$ cat src/rtl/instruction_dispatcher.sv
// Instruction dispatcher: read side of the instruction FIFO. Pops instructions, decodes them
// and issues opcode/operand to the NLP datapath over a valid/ready handshake.
// Latency: start to first issue_valid is 3 cycles; one instruction per 3 cycles with ready high.
// Backpressure: issue_valid and fields hold until issue_ready; no further pops during the stall.
//
// Ports:
//   clk, rst_n          clock (rising edge), asynchronous active-low reset
//   start, flush        start fetching from IDLE / synchronous abort back to IDLE
//   fifo_empty          FIFO empty flag
//   fifo_data           FIFO registered read data, valid the cycle after a pop
//   fifo_rd_en          FIFO pop request (combinational)
//   issue_valid/ready   issue handshake toward the datapath
//   issue_opcode        opcode of the presented instruction (0 when not valid)
//   issue_operand       operand of the presented instruction (0 when not valid)
//   busy                FSM not in IDLE
//   halted              HALT retired; sticky until start or reset
//   illegal_err         illegal opcode seen; sticky until reset
//   perf_issue_cnt      (DISPATCH_PERF_CNT_EN only) saturating issue handshake count
//   perf_stall_cnt      (DISPATCH_PERF_CNT_EN only) saturating stall cycle count
//
// Optional feature macro: DISPATCH_PERF_CNT_EN adds the two perf counters and CNT_W.

module instruction_dispatcher #(
  parameter int INSTR_W = 13,
  parameter int OP_W    = 4
`ifdef DISPATCH_PERF_CNT_EN
  ,
  parameter int CNT_W   = 16
`endif
) (
  input  logic                      clk,
  input  logic                      rst_n,
  input  logic                      start,
  input  logic                      flush,
  input  logic                      fifo_empty,
  input  logic [INSTR_W-1:0]        fifo_data,
  output logic                      fifo_rd_en,
  output logic                      issue_valid,
  input  logic                      issue_ready,
  output logic [OP_W-1:0]           issue_opcode,
  output logic [INSTR_W-OP_W-1:0]   issue_operand,
  output logic                      busy,
  output logic                      halted,
  output logic                      illegal_err
`ifdef DISPATCH_PERF_CNT_EN
  ,
  output logic [CNT_W-1:0]          perf_issue_cnt,
  output logic [CNT_W-1:0]          perf_stall_cnt
`endif
);

  localparam int OPND_W = INSTR_W - OP_W;

  // Opcode map: 0 is NOP, all-ones is HALT, all-ones-minus-one is the reserved illegal code.
  localparam logic [OP_W-1:0] OP_NOP  = '0;
  localparam logic [OP_W-1:0] OP_HALT = '1;
  localparam logic [OP_W-1:0] OP_ILL  = {{(OP_W-1){1'b1}}, 1'b0};

  typedef enum logic [1:0] {
    S_IDLE  = 2'd0,
    S_FETCH = 2'd1,
    S_LOAD  = 2'd2,
    S_ISSUE = 2'd3
  } state_t;

  state_t              state;
  state_t              state_nxt;
  logic [INSTR_W-1:0]  instr;
  logic [INSTR_W-1:0]  instr_nxt;
  logic                halted_nxt;
  logic                illegal_nxt;
  logic [OP_W-1:0]     load_op;

  // The FIFO output is registered, so in LOAD fifo_data already holds the popped word.
  // Decoding it directly (rather than from the latched copy) is what keeps the
  // FETCH -> LOAD -> ISSUE cadence at three cycles.
  assign load_op = fifo_data[INSTR_W-1 -: OP_W];

  // State and sticky flags
  always_ff @(posedge clk or negedge rst_n) begin
    if (!rst_n) begin
      state       <= S_IDLE;
      instr       <= '0;
      halted      <= 1'b0;
      illegal_err <= 1'b0;
    end else begin
      state       <= state_nxt;
      instr       <= instr_nxt;
      halted      <= halted_nxt;
      illegal_err <= illegal_nxt;
    end
  end

  // Next-state, decode and pop request
  always_comb begin
    state_nxt   = state;
    instr_nxt   = instr;
    halted_nxt  = halted;
    illegal_nxt = illegal_err;
    fifo_rd_en  = 1'b0;

    case (state)
      S_IDLE: begin
        if (start) begin
          state_nxt  = S_FETCH;
          halted_nxt = 1'b0;
        end
      end

      S_FETCH: begin
        // Only one pop can be outstanding: we leave FETCH in the same cycle we pop.
        if (!fifo_empty) begin
          fifo_rd_en = 1'b1;
          state_nxt  = S_LOAD;
        end
      end

      S_LOAD: begin
        instr_nxt = fifo_data;
        if (load_op == OP_NOP) begin
          state_nxt = S_FETCH;
        end else if (load_op == OP_ILL) begin
          illegal_nxt = 1'b1;
          state_nxt   = S_FETCH;
        end else if (load_op == OP_HALT) begin
          halted_nxt = 1'b1;
          state_nxt  = S_IDLE;
        end else begin
          state_nxt = S_ISSUE;
        end
      end

      S_ISSUE: begin
        if (issue_ready) begin
          state_nxt = S_FETCH;
        end
      end

      default: begin
        state_nxt = S_IDLE;
      end
    endcase

    // Flush overrides every transition above. Sticky flags keep their current value
    // (this also means a start in the same cycle does not clear halted), and the
    // held instruction, including one just arriving in LOAD, is dropped.
    if (flush) begin
      state_nxt   = S_IDLE;
      instr_nxt   = '0;
      halted_nxt  = halted;
      illegal_nxt = illegal_err;
    end
  end

  // Outputs decode straight from the state register so an async reset clears them at once.
  assign issue_valid   = (state == S_ISSUE);
  assign busy          = (state != S_IDLE);
  assign issue_opcode  = issue_valid ? instr[INSTR_W-1 -: OP_W] : '0;
  assign issue_operand = issue_valid ? instr[OPND_W-1:0]        : '0;

`ifdef DISPATCH_PERF_CNT_EN
  logic issue_fire;
  logic stall_cyc;

  // A handshake coinciding with flush is not an accepted issue.
  assign issue_fire = issue_valid & issue_ready & ~flush;
  assign stall_cyc  = ((state == S_ISSUE) && !issue_ready) ||
                      ((state == S_FETCH) && fifo_empty);

  // Saturating counters, cleared by reset only
  always_ff @(posedge clk or negedge rst_n) begin
    if (!rst_n) begin
      perf_issue_cnt <= '0;
      perf_stall_cnt <= '0;
    end else begin
      if (issue_fire && (perf_issue_cnt != '1)) begin
        perf_issue_cnt <= perf_issue_cnt + CNT_W'(1);
      end
      if (stall_cyc && (perf_stall_cnt != '1)) begin
        perf_stall_cnt <= perf_stall_cnt + CNT_W'(1);
      end
    end
  end
`endif

endmodule

$ cat config.mk
export PLATFORM = sky130hd
export DESIGN_NAME = instruction_dispatcher
export DESIGN_NICKNAME = d
export VERILOG_FILES = /design/src/rtl/instruction_dispatcher.sv
export SDC_FILE = /design/constraint.sdc
export NUM_CORES = 1
export LEC_CHECK = 0
export BUFFER_PORTS_ARGS = -buffer_cell sky130_fd_sc_hd__buf_2
export CELL_PAD_IN_SITES_DETAIL_PLACEMENT = 0
export CELL_PAD_IN_SITES_GLOBAL_PLACEMENT = 1
export CORE_MARGIN = 2
export CORE_UTILIZATION = 37
export DETAILED_ROUTE_END_ITERATION = 12
export PLACE_DENSITY_LB_ADDON = 0.1
export SETUP_SLACK_MARGIN = 0.5
export SLEW_MARGIN = 5
export SYNTH_ARGS = -nofsm -noshare
export SYNTH_HDL_FRONTEND = slang
export SYNTH_SLANG_ARGS = --single-unit
$ cat constraint.sdc
create_clock -name clk -period 4.5 [get_ports clk]
set_clock_uncertainty 0.1 [all_clocks]
set_input_delay 0.225 -clock clk [delete_from_list [all_inputs] [get_ports clk]]
set_output_delay 0.225 -clock clk [all_outputs]
set_load 0.05 [all_outputs]
### Word-level counts from Yosys, hierarchy flattened

Cells that the tools add are included.

* equal/unequal tests: 12
* muxes and demuxes: 19
* bitwise operators: 2
* reductions and logical operators: 8

Operators with widths (count)
* two-way mux 13 bit: 2
* two-way mux 2 bit: 7
* two-way mux 9 bit: 1
* equality test 4 bit (second input constant): 2
* inequality test 2 bit (second input constant): 4
* case mux 2 bit (4 select lines): 1
* two-way mux 1 bit: 6
* inequality test 3 bit (second input constant): 2
* AND reduction 6 bit: 1
* nonzero test 2 bit: 3
* equality test 2 bit (second input constant): 2
* zero test 4 bit: 1
* two-way mux 4 bit: 1
* AND reduction 4 bit: 1
* inequality test 3 x 2 -> 1 bit (second input constant): 1
* AND reduction 3 bit: 1
* equality test 2 x 1 -> 1 bit (second input constant): 1
* zero test 2 bit: 1
* NOT 1 bit: 2
* case mux 1 bit (2 select lines): 1

* flip-flop bits (word level): 17
* input bits: 19
* output and inout bits: 18
* word-level logic and storage cells: 45

### Longest topological paths before layout

Gate-level depths: netlist of run 1.

* depth in word-level cells: 6
* gate-level depth with buffers: 7
* gate-level depth less buffers: 6

### Worst setup path before layout of run 1

Ideal clock, no wire load.

* path type: reg-to-output
* from: reg state[0]
* to: out issue_opcode[3]
* arrival time: 1.657 ns
* required time: 4.175 ns
* setup slack: 2.518 ns
* stages on the path, launching flop included: 4
* buffers on the path: 1
* path through: dfrtp_1 > ha_1 > clkbuf_1 > and2_1

* word-level cells in the longest chain between the ends: 2

Ends and longest elaborated chain
* start: declaration: RTL line 66 `state_t state;`
* start signal: assignment: RTL line 87 `state <= state_nxt;`
* equality test 2 bit: RTL line 156 `assign issue_valid = (state == S_ISSUE);`
* named net issue_valid: RTL line 38 `output logic issue_valid,`
* two-way mux 4 bit: RTL line 158 `assign issue_opcode = issue_valid ? instr[INSTR_W-1 -: OP_W] : '0;`
* end: declaration: RTL line 40 `output logic [OP_W-1:0] issue_opcode,`

The timed path passes the listed nets, and every way through them passes these cells.

### Final worst setup path of run 1

* from: reg state[0]
* to: out issue_operand[1]

* word-level cells in the longest chain between the ends: 2

Ends and longest elaborated chain
* equality test 2 bit: RTL line 156
* two-way mux 9 bit: RTL line 159 `assign issue_operand = issue_valid ? instr[OPND_W-1:0] : '0;`
* end: declaration: RTL line 41 `output logic [INSTR_W-OP_W-1:0] issue_operand,`

Every way passes these cells.

==> results.txt, run 1 <==
The die span in y is 54.23 um. The post-synthesis instance area is 933.4 sq um. The detailed-routing iteration count for the pre-antenna-repair pass came out at 2. The chip width is 54.23 um. The number of inserted diodes came out at 0. The site row count came out at 18.

The post-cts repair resize count is 0. The tree is rooted in a clkbuf_4. The area of combinational cells with multiple inputs came out at 451.7 sq um. The maximum ir drop on the vdd rail is 0.2578 mV. The setup total negative slack came out at 0 ns.

The synthesized design devotes to its leading area cell type 45.58% of total area. The cell depth of the worst min-delay path is 3. In the post-synthesis netlist, the biggest area contributors are dfrtp_1 (46%), mux2i_1 (14%), and2_1 (8.7%). The total clock sinks is 17. After synthesis, the mean cell area works out to 10.37 sq um. dfrtp_1 is the most common cell in the netlist. Cell internal power was estimated by the tool at 316.3 uW. The flow ran to the end, and the final reports show no timing, DRC or antenna violations.

The post-CTS clock slew at the launch and capture registers of the worst setup and hold paths came out at 0.11 ns. The logic depth of the worst register-to-register path came out at 5. The number of DRC markers after the initial detailed-route iteration is 13. The setup fix buffers added after clock tree synthesis is 0.

In this run the critical register-to-register path is captured at state[1]. Dividing the detail-routed wire length by the instance count gives 12.24 um. For hold timing, the worst endpoint is instr[4]. The hold path startpoint is fifo_data[4]. Once layout is complete, the utilization of the core stands at 47.43%. The count of endpoints failing hold in the final timing report was 0.

The tightest min-delay check is of the input pin to register type. At the pin with the least slew margin, the transition time is 0.9117 ns. The total power divided by cell area came out at 479.1 nW/um^2. The clock insertion delay at the later pin of the skew report came out at 0.29 ns.

In the finished design, the share of the clock period the worst path needs comes to 44.91%. The proportion of power drawn by flip-flops and latches is 37.1%. The residual overflow from global routing is 0. The residual DRC count is 0. The largest fanout on the critical path is 16. The via count of the first global-routing pass is 714.

The register area share after synthesis came out at 45.58%. The initial antenna violation count is 0. The number of flops mapped to enable cells by yosys is 0. Buffers inserted to repair hold after CTS numbered 1. The layout overhead on the synthesized area is 23.59%. The kind of launch point of the worst setup path is a register. The maximum clock path buffer count came out at 2.

The worst slew slack as a fraction of its limit is 39.22%. The maximum clock rate came out at 0.4948 GHz. Detailed placement finished with a half-perimeter wire length of 1365 um.

The number of buffer cells added on primary ports is 36. The leakage component of the power came out at 0.6097 nW. The critical path goes through ha_1, and2_1, buf_2. The number of buffers added by the clock tree synthesis step came out at 3.

The adder-cell area share of the yosys netlist came out at 5.362%. The number of vias per cell is 4.776. The post-synthesis xor/xnor area fraction came out at 0%. The final weighted congestion in routability-driven placement is 0.7520. The number of nets in the synthesized netlist is 113.

During I/O placement, the number of pins put on the boundary was 37. The relative contribution of combinational cells to total power came out at 47.4%. The number of max-cap violations came out at 0. The number of synthesized register bits came out at 17.

Of the cells placed in the final design, the portion with a size suffix greater than 1 is 34.92%. The worst path in the final design needs a cycle of 2.021 ns, including I/O delays and setup. In this design, the stage delay of the slowest critical-path cell is 0.49 ns. On the critical path, the stage with the largest delay is an instance of ha_1. The flop-to-flop setup slack came out at 2.48 ns.

Fill cells in the final layout number 255. The mux cell area share after synthesis came out at 13.94%. The compound-gate portion of the synthesized area came out at 7.373%. The number of instances in the synthesized netlist is 90. CTS built an H-tree with a depth of 1. Per report_power, the clock group accounts for 15.5% of the total.

The kind of critical path is register to primary output. The worst register-to-register path begins at state[0]. The number of nets in the layout came out at 150. The dominant combinational cell family by area after synthesis is simple AND/OR/NAND/NOR gates. The initial core utilization is 38.37%. Of all cell types, the one taking the most synthesized area is dfrtp_1. The first global-routing pass estimated 3105 um of wire. The family with the most delay on the worst path is adder cells.

At the worst endpoint, the required time is 4.18 ns. The final-report setup violation count is 0. After detailed routing, the total wire length is 1910 um. The net switching fraction of the power came out at 42.77%. The pin count of the biggest net entering global routing is 20. The floorplan step defined a core boundary enclosing 2432 sq um. The max-slew violation total from the final report is 0. TritonCTS built the clock tree. The simple-gate share of the synthesized area is 21.72%.

The number of library cell types mapped by synthesis came out at 27. Among all flip-flop cells after synthesis, the most frequent one is dfrtp_1. The buffering stage count on the worst path with inverters included is 1.

The final antenna-violating net count came out at 0. The switching power of the nets came out at 236.4 uW. Of all flip-flops after synthesis, the portion carrying an async set or reset was 100.0%. The full die area is 2940 sq um.

The total routing resource utilization after global routing is 14.84%. After synthesis, the most frequently instantiated cells are dfrtp_1 (17), nor2_1 (14), and2_1 (13), mux2i_1 (13). The area used by sequential logic in the layout came out at 425.4 sq um.

The total via count after detailed routing is 745. Data arrives at the worst endpoint at 1.70 ns. Setup repair after global routing left no endpoint under its margin. The count of yosys warnings during synthesis came out at 0. The worst setup path is captured at a primary output.
[cell usage in the layout, fill, tap and decap left out, drive strengths merged]
master,instances
mux2i,13
a32oi,1
a221o,1
and3,1
dfrtp,17
nor4,1
and2,13
buf,36
nor2,14
clkinvlp,1
inv,5
dlygate4sd3,1
nor2b,2
a31oi,1
nand3b,1
o21a,1
o32ai,1
nor3,2
a21o,1
clkbuf,3
o21ai,2
nand3,1
nand2,1
ha,4
a21oi,2
[registers in the layout, indices dropped and copies added (netlist names)]
register / flops
halted: 1
illegal_err: 1
instr: 13
state: 2
[per-stage QoR]
stage                     setup slack [ns]  instance area (sq um)  power (mW)  instances  hold slack [ns]
after global routing                 2.315                   1154      0.5949        156          0.06096
final                                2.479                   1154      0.5527        156          0.06777
after CTS                            2.411                   1154      0.5645        156          0.05680
after global placement               2.551                   1114      0.4711        151          0.07707
after detailed placement             2.482                   1114      0.4752        151          0.07463
after floorplan                      2.518                  933.4      0.4221         90          -0.1706
[how the worst max path moves through the flow]
stage                         from               end  slack [ns]  cells after the start
after detailed placement  state[0]          state[1]        2.48                      5
after global routing      state[0]   issue_opcode[3]        2.31                      3
after CTS                 state[0]   issue_opcode[3]        2.41                      3
after global placement    state[0]          state[1]        2.55                      5
final                     state[0]  issue_operand[1]        2.48                      3
after floorplan           state[0]   issue_opcode[3]        2.52                      3
[cell type report]
class                   instances  share of cell area (%)
flip-flops and latches         17                   36.88
multi-input cells              63                   39.15
inverters                       5                   1.627
well taps                      30                   3.254
clock buffers                   3                   1.952
repair buffers                 37                   16.49
clock inverters                 1                  0.6508
[worst reg2reg max path, stage by stage (launching register included)]
cell and delay, ns:
dfrtp_1 0.45, inv_1 0.10, ha_1 0.76, nand3b_1 0.15, o32ai_1 0.27, o21a_1 0.14
[cells by family after synthesis]
family | after synthesis
AND/OR/NAND/NOR | 36
flip-flops | 17
multiplexers | 13
AO/OA/AOI/OAI | 10
buffers and inverters | 10
adder cells (fa/ha/maj) | 4
[power by group through the flow]
stage / Clock [mW] / Combinational (mW) / Sequential (mW)
2_1_floorplan: 0 / 0.199 / 0.223
3_3_place_gp: 0 / 0.264 / 0.207
3_5_place_dp: 0 / 0.266 / 0.210
4_1_cts: 0.0908 / 0.267 / 0.206
5_1_grt: 0.0970 / 0.286 / 0.212
6_report: 0.0855 / 0.262 / 0.205
[routing by layer]
metal	global-route usage, %	up-vias	part of all wire [%]
li1	-	371	-
met1	19.72	350	45
met2	23.29	22	48
met3	3.279	2	6.4
met4	6.250	0	0.73
met5	0	-	0
Note: power is estimated with default switching activity, not from simulation.
==> inputs of run 2 (changes only) <==
- CORE_UTILIZATION: 37 -> 35
- clock period: 4.5 -> 2 ns (I/O delays scaled with it)
==> results.txt, run 2 (synthesis results as in run 1) <==
The run finished with clean final reports. The min-delay analysis places its worst path in the category input pin to register. The largest fanout on the critical path is 16 (unchanged). The total routing resource utilization after global routing is 13.57% (-1.3 points). The top-level I/O count came out at 37 (unchanged). The buffering stage count on the worst path with inverters included is 1 (unchanged). The residual DRC count is 0 (unchanged). The total clock sinks came out at 17 (unchanged). The relative contribution of combinational cells to total power is 52.4% (+5.0 points). The worst hold slack after final layout came to 0.003128 ns (-0.06465 ns). The critical path is of the register to primary output type. The worst setup path is launched from a register.

The final antenna-violating net count is 0 (unchanged). The commonest non-fill, non-tap cell in the layout is buf_2. The die span in y is 55.64 um (+2.6%). The final weighted congestion in routability-driven placement was 0.6979 (-7.2%).

The largest registers in the layout are instr: 13 flops, state: 2 flops. The maximum clock rate is 0.6432 GHz. The number of nets in the layout came out at 164 (+9.3%).

The maximum clock path buffer count is 2 (unchanged). The average wire per cell in the routed design is 12.30 um (+0.46%). The post-CTS clock slew at the launch and capture registers of the worst setup and hold paths is 0.10 ns (about the same). The number of inserted diodes is 0 (unchanged). The layout overhead on the synthesized area came out at 47.72%. The chip width came to 55.64 um (+2.6%). The library cells used most frequently in the layout, excluding fill and tap cells, are buf_2 (21), dfrtp_1 (16), buf_4 (16).

Walking the worst path, the cells encountered are ha_4, and2_2, buf_4. The maximum ir drop on the vdd rail was 0.6089 mV (+140%). The number of buffer cells added on primary ports came out at 36 (unchanged). The internal power summed over all cells came to 813.1 uW (+160%).

The flip-flop count of the largest register after layout is 13 (unchanged). Setup repair after global routing could not meet its margin everywhere. The number of vias per cell is 4.653 (-2.6%). The number of DRC markers after the initial detailed-route iteration is 10 (-3). The setup total negative slack came out at 0 ns (unchanged).

The full die area is 3096 sq um (+5.3%). The worst slew slack as a fraction of its limit was 74.30% (+35 points). The proportion of power drawn by the clock network came out at 13.2% (-2.3 points). The detailed-placement wirelength estimate is 1430 um (+4.8%).

The first-pass GRT wire length came out at 3367 um (+8.4%). The measured slew at the worst slew-check pin is 0.3854 ns (-0.5262 ns). The number of logic stages on the critical path including buffering was 3 (unchanged).

The max-slew violation total from the final report is 0 (unchanged). The detailed-routing iteration count for the pre-antenna-repair pass came out at 3 (+1). The area inside the core boundary was 2500 sq um (+2.8%). The net switching fraction of the power is 40.68% (-2.1 points).

The site row count came out at 18 (unchanged). The ratio of final minimum period to clock period came out at 77.73%. The total via count after detailed routing came out at 791 (+6.2%). Among all stages on the critical path, the largest delay is contributed by dfrtp_2. The final-report setup violation count came out at 0 (unchanged).

The proportion of power drawn by flip-flops and latches came out at 34.4% (-2.7 points). The residual overflow from global routing came out at 0 (unchanged). The cell area after layout is 1379 sq um (+20%). The worst setup path is captured at a primary output. The switching power of the nets was 557.6 uW (+140%). The cell area reported after detailed placement is 1157 sq um (+3.9%). The pin count of the biggest net entering global routing was 20 (unchanged). The routed wire length came to 2091 um (+9.5%). The initial antenna violation count is 0 (unchanged). The number of max-cap violations is 0 (unchanged).

For the finished layout, the period the worst path requires is 1.555 ns. The highest cell delay on the worst timing path came out at 0.46 ns (-0.03 ns). The register name with the most flops is instr.

The clock insertion delay at the later pin of the skew report came out at 0.28 ns (about the same). The required time of the critical path came out at 1.80 ns (-2.38 ns). The total number of H-tree levels came to 1 (unchanged).

The via count of the first global-routing pass is 783 (+9.7%). The leakage component of the power came out at 0.6798 nW (+12%). The fraction of final layout cells sized beyond drive strength 1 came out at 45.71% (+11 points). The initial core utilization came to 37.34% (-1.0 points). TritonCTS built the clock tree. The cell depth of the worst min-delay path is 3 (unchanged).

The logic depth of the worst register-to-register path came out at 6 (+1). The final-layout fill cell count came out at 240 (-5.9%). The count of endpoints failing hold in the final timing report came out at 0 (unchanged). The number of buffers added by the clock tree synthesis step is 3 (unchanged). The total power divided by cell area came out at 994.1 nW/um^2 (+110%). The total power draw is 1.371 mW (+150%). The data arrival time of the critical path is 1.35 ns (-0.35 ns). The family with the most delay on the worst path is flip-flops. CTS placed an instance of clkbuf_4 at the clock tree root.
-- run 2: changes by cell type in the layout (fill, tap and decap cells not counted), sizes merged --
cell         before  now
clkinvlp          1    0
clkbuf            3    5
dlygate4sd3       1   11
buf              36   39
-- run 2: final timing paths --
path | start | endpoint | slack, ns
hold / removal | fifo_data[10] | instr[10] | 0.003
setup / recovery | state[0] | issue_operand[6] | 0.45
hold reg to reg | illegal_err | illegal_err | 0.36
min in group asynchronous | rst_n | instr[6] | 0.16
max in group asynchronous | rst_n | state[0] | 1.34
setup reg to reg | state[1] | state[0] | 0.46
-- run 2: power by group through the flow --
stage	clock network [mW]	logic, mW	registers [mW]
after floorplan	0	0.459	0.511
after global placement	0	0.619	0.478
after detailed placement	0	0.620	0.479
after CTS	0.188	0.685	0.471
after global routing	0.207	0.783	0.482
final	0.181	0.718	0.471
-- run 2: worst reg2reg max path, delay by kind of cell (launching register included) --
kind,cells,cell delay (ns)
buffers and inverters,1,0.08
AND/OR/NAND/NOR,2,0.19
AO/OA/AOI/OAI,2,0.47
adder cells (fa/ha/maj),1,0.16
flip-flops,1,0.43
-- run 2: metrics by stage --
step           instances  worst slack [ns]  util (%)
2_1_floorplan         90            0.5184         -
3_3_place_gp         153            0.3965     46.30
6_report             170            0.4453     55.16
4_1_cts              170            0.4378     54.10
5_1_grt              170            0.3860     55.16
3_5_place_dp         153            0.4019     46.30
-- run 2: layer usage --
layer / wire length (um) / GRT usage (%) / vias up
met4: 12 / 4.181 / 0
met3: 99 / 3.256 / 2
met1: 964 / 16.18 / 368
met5: 0 / 0 / -
li1: - / - / 399
met2: 1014 / 23.98 / 22
-- run 2: layout make-up --
class,instances,area [sq um],share of cell area [%]
clock buffer,4,26.28,1.906
inverter,5,18.77,1.361
multi-input combinational,63,504.2,36.57
sequential,17,426.7,30.94
tap,30,37.54,2.722
timing repair buffer,51,365.4,26.50
-- run 2: what timing repair did --
action	in CTS	in global routing
hold buffers	11	0
pin swaps	0	1
gates resized for setup	18	5
setup endpoints to repair	28	29
endpoints found under the hold margin	27	0
buffers inserted	2	0
